$ cat config.mk
export PLATFORM = sky130hd
export DESIGN_NAME = pc_ctrl
export DESIGN_NICKNAME = d
export VERILOG_FILES = /design/src/rtl/pc_ctrl.sv
export SDC_FILE = /design/constraint.sdc
export NUM_CORES = 1
export LEC_CHECK = 0
export CORE_MARGIN = 5
export CORE_UTILIZATION = 40
export CTS_CLUSTER_SIZE = 16
export DETAILED_ROUTE_END_ITERATION = 7
export PLACE_DENSITY_LB_ADDON = 0.12
export REMOVE_ABC_BUFFERS = 1
export SKIP_LAST_GASP = 1
export SYNTH_ARGS = -nofsm -noshare
export SYNTH_HDL_FRONTEND = slang
export SYNTH_SLANG_ARGS = --single-unit
$ cat constraint.sdc
create_clock -name clk -period 5.6 [get_ports clk]
set_input_delay 0.84 -clock clk [delete_from_list [all_inputs] [get_ports clk]]
set_output_delay 0.84 -clock clk [all_outputs]
set_load 0.1 [all_outputs]
$ cat src/rtl/pc_ctrl.sv
// Program-counter controller: registered PC with an IDLE/RUN/HALTED sequencer,
// relative or LUT-based absolute branches, and a saturating retired-instruction counter.
module pc_ctrl #(
    parameter int PC_W      = 32,
    parameter int INSTR_W   = 9,
    parameter int OFF_W     = 7,
    parameter int LUT_DEPTH = 16,
    parameter int START_PC  = 0,
    parameter int CNT_W     = 16,
    localparam int LUT_AW   = (LUT_DEPTH > 1) ? $clog2(LUT_DEPTH) : 1
) (
    input  logic               clk,
    input  logic               rst_n,
    input  logic               start,
    input  logic               stall,
    input  logic               halt,
    input  logic               branch,
    input  logic               zero,
    input  logic               abs_mode,
    input  logic [INSTR_W-1:0] instruction,
    input  logic               lut_we,
    input  logic [LUT_AW-1:0]  lut_waddr,
    input  logic [PC_W-1:0]    lut_wdata,
    output logic [PC_W-1:0]    pc,
    output logic               running,
    output logic               done,
    output logic               branch_taken,
    output logic [CNT_W-1:0]   retired
);

    typedef enum logic [1:0] {S_IDLE, S_RUN, S_HALTED} state_t;

    state_t            state_q, state_d;
    logic [PC_W-1:0]   pc_q, pc_d;
    logic              taken_q, taken_d;
    logic [CNT_W-1:0]  retired_q, retired_d;
    logic [PC_W-1:0]   lut_q [LUT_DEPTH];

    logic [LUT_AW-1:0] lut_raddr;
    logic [PC_W-1:0]   lut_rdata;
    logic [PC_W-1:0]   off_sext;
    logic [PC_W-1:0]   pc_inc;
    logic [CNT_W-1:0]  retired_inc;

    assign lut_raddr   = instruction[LUT_AW-1:0];
    assign off_sext    = PC_W'($signed(instruction[OFF_W-1:0]));
    assign pc_inc      = pc_q + PC_W'(1);
    assign retired_inc = (retired_q == '1) ? retired_q : retired_q + CNT_W'(1);

    // Indices beyond LUT_DEPTH match no entry and therefore read as zero.
    always_comb begin
        lut_rdata = '0;
        for (int i = 0; i < LUT_DEPTH; i++) begin
            if (lut_raddr == LUT_AW'(i)) begin
                lut_rdata = lut_q[i];
            end
        end
    end

    // The read above sees the pre-edge contents, so a same-cycle write/branch uses the old entry.
    always_ff @(posedge clk or negedge rst_n) begin
        if (!rst_n) begin
            for (int i = 0; i < LUT_DEPTH; i++) begin
                lut_q[i] <= '0;
            end
        end else if (lut_we) begin
            for (int i = 0; i < LUT_DEPTH; i++) begin
                if (lut_waddr == LUT_AW'(i)) begin
                    lut_q[i] <= lut_wdata;
                end
            end
        end
    end

    always_comb begin
        state_d   = state_q;
        pc_d      = pc_q;
        taken_d   = 1'b0;
        retired_d = retired_q;
        case (state_q)
            S_IDLE, S_HALTED: begin
                if (start) begin
                    state_d   = S_RUN;
                    pc_d      = PC_W'(START_PC);
                    retired_d = '0;
                end
            end
            S_RUN: begin
                if (halt) begin
                    state_d   = S_HALTED;
                    retired_d = retired_inc;
                end else if (!stall) begin
                    retired_d = retired_inc;
                    if (branch && zero) begin
                        taken_d = 1'b1;
                        pc_d    = abs_mode ? lut_rdata : pc_inc + off_sext;
                    end else begin
                        pc_d    = pc_inc;
                    end
                end
            end
            default: state_d = S_IDLE;
        endcase
    end

    always_ff @(posedge clk or negedge rst_n) begin
        if (!rst_n) begin
            state_q   <= S_IDLE;
            pc_q      <= PC_W'(START_PC);
            taken_q   <= 1'b0;
            retired_q <= '0;
        end else begin
            state_q   <= state_d;
            pc_q      <= pc_d;
            taken_q   <= taken_d;
            retired_q <= retired_d;
        end
    end

    assign pc           = pc_q;
    assign running      = (state_q == S_RUN);
    assign done         = (state_q == S_HALTED);
    assign branch_taken = taken_q;
    assign retired      = retired_q;

endmodule

After elaboration in Yosys (flattened, before gate mapping)
Cells that the tools add are included.
{"block": "classes", "add_sub_neg": 3, "n_eq_ne": 38, "mux": 34, "reduce_logical": 25}
{"op": "two-way mux 32 bit", "n": 21}
{"op": "== test 4 bit (second input constant)", "n": 16}
{"op": "two-way mux 16 bit", "n": 4}
{"op": "case mux 32 bit (2 select lines)", "n": 1}
{"op": "AND reduction 2 bit", "n": 17}
{"op": "adder 32 x 1 -> 32 bit (second input constant)", "n": 1}
{"op": "adder 32 bit", "n": 1}
{"op": "== test 4 x 3 -> 1 bit (second input constant)", "n": 8}
{"op": "case mux 16 bit (2 select lines)", "n": 1}
{"op": "adder 16 x 1 -> 16 bit (second input constant)", "n": 1}
{"op": "== test 16 bit (second input constant)", "n": 1}
{"op": "== test 4 x 2 -> 1 bit (second input constant)", "n": 4}
{"op": "== test 4 x 1 -> 1 bit (second input constant)", "n": 2}
{"op": "logical NOT 4 bit", "n": 2}
{"op": "!= test 2 bit (second input constant)", "n": 4}
{"op": "two-way mux 1 bit", "n": 4}
{"op": "two-way mux 2 bit", "n": 2}
{"op": "case mux 2 bit (2 select lines)", "n": 1}
{"op": "AND reduction 4 bit", "n": 1}
{"op": "!= test 3 bit (second input constant)", "n": 1}
{"op": "AND reduction 3 bit", "n": 1}
{"op": "== test 2 x 1 -> 1 bit (second input constant)", "n": 1}
{"op": "== test 2 bit (second input constant)", "n": 1}
{"op": "logical NOT 2 bit", "n": 1}
{"op": "other kinds (3)", "n": 3}
{"block": "totals", "register_bits": 563, "word_cells": 120}

Depth between registers and ports, before layout
{"block": "logic_depth", "ltp_word": 22, "mapped_depth": 18, "mapped_depth_nobuf": 18}

Worst setup path before layout
No wires, ideal clock.
{"block": "synth_path", "path_type": "register to register", "start": "register pc_q[0] (netlist: pc[0])", "end": "register pc_q[27] (netlist: pc[27])", "setup_ns": 0.126, "arrival_time_ns": 4.454, "required_time_ns": 5.474, "setup_slack_ns": 1.020, "path_stages_with_launch": 18, "path_buffers": 0, "period_less_slack_ns": 4.580, "cell_sequence": "dfrtp_1 -> ha_1 -> nand3_1 -> nor2_1 -> and2_1 -> nand2_1 -> xnor2_1 -> ha_1 -> and2_4 -> a221o_1 -> a31oi_4 -> a31oi_4 -> a41o_1 -> a211o_1 -> mux2i_1 -> a31oi_1 -> a211oi_1 -> a221o_1"}
{"block": "synth_between", "elab_chain_len": 7}
{"element": "from (decl)", "line": "34", "rtl": "logic [PC_W-1:0] pc_q, pc_d;"}
{"element": "from (signal assigned)", "line": "109", "rtl": "pc_q <= PC_W'(START_PC);"}
{"element": "from (signal assigned)", "line": "114", "rtl": "pc_q <= pc_d;"}
{"element": "adder 32 x 1 -> 32 bit (*)", "line": "47", "rtl": "assign pc_inc = pc_q + PC_W'(1);"}
{"element": "adder 32 bit", "line": "96", "rtl": "pc_d = abs_mode ? lut_rdata : pc_inc + off_sext;"}
{"element": "two-way mux 32 bit", "line": "96"}
{"element": "two-way mux 32 bit (*)", "line": "94", "rtl": "if (branch && zero) begin"}
{"element": "two-way mux 32 bit (*)", "line": "92", "rtl": "end else if (!stall) begin"}
{"element": "two-way mux 32 bit (*)", "line": "89", "rtl": "if (halt) begin"}
{"element": "case mux 32 bit (2 select lines) (*)", "line": "80", "rtl": "case (state_q)"}
Every way passes the cells marked *; elsewhere a longest branch is shown, timed or not. The select of a mux whose other input is x is not followed.
A chain may end at the register's enable or synchronous reset.

Worst setup path after layout
Ends and elaborated chain as after synthesis.

==> load_flow_metrics.sql <==
INSERT INTO impl_metrics (metric_group, metric, value, unit) VALUES
('place', 'numPortBuffers', '102', ''),
('logic_synthesis', 'synthDistinctLibCells', '72', ''),
('clock_network', 'cts_tree', 'built', ''),
('floorplanning', 'core', '68200', 'µm²'),
('logic_synthesis', 'yosysTopAreaCell', 'sky130_fd_sc_hd__dfrtp_1', ''),
('route', 'post_drt_wl_per_cell', '27.3', 'µm'),
('layout', 'nFillCells', '6177', ''),
('logic_synthesis', 'postSynthAreaPerCell', '12.2', 'µm²'),
('route', 'routed_via_density', '5.98', ''),
('clock_network', 'insertion_delay', '610', 'ps'),
('logic_synthesis', 'synth_top_area_share', '51.5', '%'),
('sta', 'final_period_minus_worst_setup_slack', '4500', 'ps'),
('critical_path', 'worst_ep_required_time', '6080', 'ps'),
('place', 'place_worst_setup_slack', '965', 'ps'),
('logic_synthesis', 'post_synth_main_area_contributors', 'sky130_fd_sc_hd__dfrtp_1, sky130_fd_sc_hd__mux2_2, sky130_fd_sc_hd__mux4_2', ''),
('floorplanning', 'initial_utilization', '40.1', '%'),
('route', 'router_iterations_before_antenna_repair', '5', ''),
('sta', 'report.final.hold_viol_count', '0', ''),
('sta', 'final_max_slew_viol_count', '0', ''),
('clock_network', 'numCtsBuffers', '66', ''),
('logic_synthesis', 'postSynthCellCount', '2249', ''),
('critical_path', 'worstSetupPathType', 'reg2reg', ''),
('critical_path', 'rrSetupSlack', '1100', 'ps'),
('place', 'gp_routability_congestion', '0.862', ''),
('sta', 'final.setup.worst_slack', '1100', 'ps'),
('logic_synthesis', 'synth_area', '27400', 'µm²'),
('logic_synthesis', 'synth_seq_cells', '563', ''),
('logic_synthesis', 'async_reset_ff_share', '100', '%'),
('route', 'drtIter0Drc', '1534', ''),
('clock_network', 'holdBufCountCts', '0', ''),
('sta', 'fmax', '0.222', 'GHz'),
('sta', 'layout_worst_path_cycle_share', '80.4', '%'),
('clock_network', 'cts.htree.levels', '3', ''),
('logic_synthesis', 'synth_edf_count', '0', ''),
('logic_synthesis', 'ys.flop_type', 'sky130_fd_sc_hd__dfrtp_1', ''),
('floorplanning', 'die_y', '272', 'µm'),
('clock_network', 'clockBufferDepth', '3', ''),
('logic_synthesis', 'yosysMostFrequentCell', 'sky130_fd_sc_hd__dfrtp_1', ''),
('sta', 'rsz_0062_raised_after_global_routing', 'no', ''),
('power_and_ir_drop', 'cellLeakagePower', '13.7', 'nW'),
('layout', 'final-instance-count-excl-fill', '3280', ''),
('place', 'placed_cells', '3164', ''),
('sta', 'slew-limit-headroom', '30.0', '%'),
('grt', 'grt_first_pass_wirelength', '135', 'mm'),
('sta', 'fin_skew', '22.9', 'ps'),
('job', 'maxCapViolCount', '0', ''),
('logic_synthesis', 'synth_seq_area_share', '51.5', '%'),
('clock_network', 'cts_setup_buffers', '0', ''),
('logic_synthesis', 'synth.cells.most_frequent', 'sky130_fd_sc_hd__dfrtp_1, sky130_fd_sc_hd__mux2_2, sky130_fd_sc_hd__clkbuf_1', ''),
('status', 'run_status', 'finished clean', ''),
('sta', 'timing.final.setup_violations', '0', ''),
('critical_path', 'path_max_fanout', '7', ''),
('clock_network', 'cts.root.buffer_cell', 'sky130_fd_sc_hd__clkbuf_16', ''),
('floorplanning', 'ioPinCount', '105', ''),
('floorplanning', 'die_w', '272', 'µm'),
('power_and_ir_drop', 'worst_ir_drop_vdd', '0.183', 'mV'),
('layout', 'syn_to_final_growth', '16.8', '%'),
('clock_network', 'post_cts.resized_instances', '0', ''),
('sta', 'worst-slew-pin-transition', '1050', 'ps'),
('layout', 'layout.core_utilization', '46.9', '%'),
('layout', 'final_nets', '2438', ''),
('layout', 'antenna_cells', '0', ''),
('clock_network', 'cts.sink_count', '563', ''),
('grt', 'globalRouteTotalUtil', '24.1', '%'),
('grt', 'largest_net_degree_at_the_start_of_global_routing', '149', ''),
('route', 'drc_errors', '0', ''),
('route', 'routed-via-count', '19600', ''),
('grt', 'grt.overflow.total', '0', ''),
('place', 'detailedPlacementHpwl', '58.6', 'mm'),
('logic_synthesis', 'synth_warn', '0', ''),
('layout', 'layout-drive-gt1-share', '32.5', '%');
## layer usage
layer	routed length, µm	GRT usage [%]
met1	41000	34.2
met2	42600	39.5
met3	4040	3.21
met4	1860	5.97
met5	0	0
## final timing paths
check,startpoint,end,depth (start not counted)
max,pc[0],pc[27],17
min,rst_n,lut_q[457],1
max reg2reg,pc[0],pc[27],17
min reg2reg,lut_q[443],lut_q[443],1
max in group asynchronous,rst_n,lut_q[474],2
min in group clk,lut_q[443],lut_q[443],1
## registers in the layout, summed over array words and instances, names as in the netlist
register      flops
pc               32
lut_q           512
state_q           2
branch_taken      1
retired          16
## critical path, cell delays in order, from the launching register on
cell,delay [ps]
sky130_fd_sc_hd__dfrtp_1,460
sky130_fd_sc_hd__ha_1,260
sky130_fd_sc_hd__nand3_1,190
sky130_fd_sc_hd__nor2_1,210
sky130_fd_sc_hd__and2_1,290
sky130_fd_sc_hd__nand2_1,100
sky130_fd_sc_hd__xnor2_1,220
sky130_fd_sc_hd__ha_1,320
sky130_fd_sc_hd__and2_4,170
sky130_fd_sc_hd__a221o_1,360
sky130_fd_sc_hd__a31oi_4,250
sky130_fd_sc_hd__a31oi_4,180
sky130_fd_sc_hd__a41o_1,350
sky130_fd_sc_hd__a211o_1,340
sky130_fd_sc_hd__mux2i_1,140
sky130_fd_sc_hd__a31oi_1,170
sky130_fd_sc_hd__a211oi_1,90
sky130_fd_sc_hd__a221o_1,290
## cell usage in the layout, fill, tap and decap left out, types with 43 or more instances in the layout
cell type / Yosys / final
sky130_fd_sc_hd__a21oi_1: 73 / 73
sky130_fd_sc_hd__nor2_1: 118 / 104
sky130_fd_sc_hd__nand2_1: 112 / 111
sky130_fd_sc_hd__clkbuf_16: 0 / 67
sky130_fd_sc_hd__clkdlybuf4s50_1: 0 / 97
sky130_fd_sc_hd__buf_4: 1 / 85
sky130_fd_sc_hd__a22oi_1: 70 / 70
sky130_fd_sc_hd__nand3_1: 43 / 43
sky130_fd_sc_hd__o21ai_0: 83 / 83
sky130_fd_sc_hd__dfrtp_1: 563 / 563
sky130_fd_sc_hd__mux2_2: 517 / 517
## cell families (layout without fill, tap and decap cells)
| logic type | count (synthesis) | in the layout | synth area share (%) |
|---|---|---|---|
| flops | 563 | 563 | 51.5 |
| mux | 556 | 556 | 23.9 |
| compound gates | 453 | 453 | 11.5 |
| simple gates | 398 | 398 | 6.92 |
| buf+inv | 178 | 327 | 2.51 |
| xor+xnor | 67 | 67 | 2.14 |
| fa+ha+maj | 34 | 34 | 1.58 |
## layout make-up
cell class / instances / share of cell area [%]
well taps: 882 / 3.45
clock buffers: 94 / 5.90
multi-input cells: 1508 / 39.9
inverters: 18 / 0.211
repair buffers: 193 / 5.56
clock inverters: 22 / 0.963
flip-flops and latches: 563 / 44.1
## metrics by stage
step	instance area, µm²	power (mW)	hold WS [ps]
2_1_floorplan	26800	7.01	471
3_3_place_gp	29800	7.77	480
3_5_place_dp	29800	7.89	487
4_1_cts	32000	12.3	334
5_1_grt	32000	12.8	376
6_report	32000	12.2	285
## where the power goes
group | internal (mW) | total [mW] | switching, mW
combinational | 1.12 | 2.37 | 1.25
clock | 2.64 | 4.39 | 1.75
sequential | 4.96 | 5.44 | 0.477
Note: power is estimated with default switching activity, not from simulation.
==> variant, RTL diff (same flow settings) <==
Re-encode `state_t` (3 states) as one-hot, 3 bits wide.
--- a/src/rtl/pc_ctrl.sv
+++ b/src/rtl/pc_ctrl.sv
@@ -29,5 +29,5 @@
 );
 
-    typedef enum logic [1:0] {S_IDLE, S_RUN, S_HALTED} state_t;
+    typedef enum logic [2:0] {S_IDLE = 3'b001, S_RUN = 3'b010, S_HALTED = 3'b100} state_t;
 
     state_t            state_q, state_d;
Behaviour: no difference found for any inputs over 4 cycles, from zero or initial values and one cycle with rst_n low; so few cycles prove little.
==> variant against the unedited design <==
- clock power shrank 0.9%
- wire length grew 2.7%
- critical path depth shrank 3
- non-clock buffer count shrank 15
- final area grew 1.2%
- setup slack gained 0.16 ns
- hold slack lost 0.0021 ns
- synthesized area grew 2.0%
- first-iteration DRC count grew 9.8%
- total power is essentially flat
- sequential cell count grew 1
- largest cell class unchanged
==> variant: results (changes against the unedited design) <==
{
  "vias": {"value": 20341, "change": "was 19.6k"},
  "synth.area.top_cells": {"value": "sky130_fd_sc_hd__dfrtp_1 50%, sky130_fd_sc_hd__mux2_2 21%, sky130_fd_sc_hd__mux4_2 2.3%", "change": "was sky130_fd_sc_hd__dfrtp_1 51%, sky130_fd_sc_hd__mux2_2 21%, sky130_fd_sc_hd__mux4_2 2.1%"},
  "post_synth_xor_area_fraction": {"value": 0.0188, "change": "was 0.0214"},
  "global_route_met3_utilization": {"value": 0.0342, "change": "was 0.0321"},
  "fin_crit": {"value": 4.34, "unit": "ns", "change": "was 4.50 ns"},
  "initial_drc_count": {"value": 1684, "change": "was 1534"},
  "run_status": {"value": "finished, final reports clean", "change": "unchanged"},
  "synth_adder_area_share": {"value": 0.0155, "change": "was 0.0158"},
  "synth_cell_type_count": {"value": 86, "change": "was 72"},
  "antenna_found_initial": {"value": 3, "change": "was 0"},
  "critical_path.endpoint": {"value": "pc[31]$_DFFE_PN0P_", "change": "was pc[27]$_DFFE_PN0P_"},
  "multiplexer_fraction_of_the_synthesized_cell_area": {"value": 0.239, "change": "about the same"},
  "vdd_ir_drop_max": {"value": 0.000173, "unit": "V", "change": "was 0.000183 V"},
  "timing.critical_path.fanout_max": {"value": 9, "change": "was 7"},
  "top_layer_used_by_detailed_routing": {"value": "met5", "change": "was met4"},
  "worstPathArrival": {"value": 4.76, "unit": "ns", "change": "was 4.98 ns"},
  "proportion_of_layout_cells_with_a_drive_suffix_above_1": {"value": 0.317, "change": "was 0.325"},
  "critPathTopFamily": {"value": "simple AND/OR/NAND/NOR gates", "change": "was compound AO/OA/AOI/OAI gates"},
  "worst_r2r_path_depth": {"value": 14, "change": "was 17"},
  "grt_first_pass_wirelength": {"value": 138, "unit": "mm", "change": "was 135 mm"},
  "cts_made_buffers": {"value": 67, "change": "was 66"},
  "finish.net_count": {"value": 2483, "change": "was 2438"},
  "wl_met1": {"value": 41.8, "unit": "mm", "change": "was 41.0 mm"},
  "globalRouteTotalUtil": {"value": 0.243, "change": "was 0.241"},
  "internal_power": {"value": 8730, "unit": "uW", "change": "was 8720 uW"},
  "vias_in_the_first_global_route": {"value": 20699, "change": "was 20.4k"}
}
==> variant: cell types whose count changed after synthesis, sizes merged, moves of 6 or more <==
cell / before / now
a22oi: 70 / 49
buf: 41 / 55
nand2: 112 / 125
and3: 23 / 11
xor2: 36 / 24
nor2: 119 / 110
a21oi: 74 / 82
o221ai: 7 / 15
and2: 7 / 14
a211oi: 11 / 17
a41oi: 7 / 1
mux2: 517 / 523
nand3b: 2 / 8
o21a: 7 / 13
==> variant: cell type report <==
type / count / area, um^2 / share of cell area
clock buffer: 100 / 1970 / 0.0610
clock inverter: 16 / 204 / 0.00630
inverter: 18 / 67.6 / 0.00209
multi-input combinational: 1566 / 13200 / 0.408
sequential: 564 / 14100 / 0.436
tap: 931 / 1160 / 0.0360
timing repair buffer: 178 / 1630 / 0.0504
==> variant: cells by family after synthesis <==
logic type,Yosys count
flops,564
mux,566
compound gates,479
simple gates,427
xor+xnor,60
fa+ha+maj,34
buf+inv,191
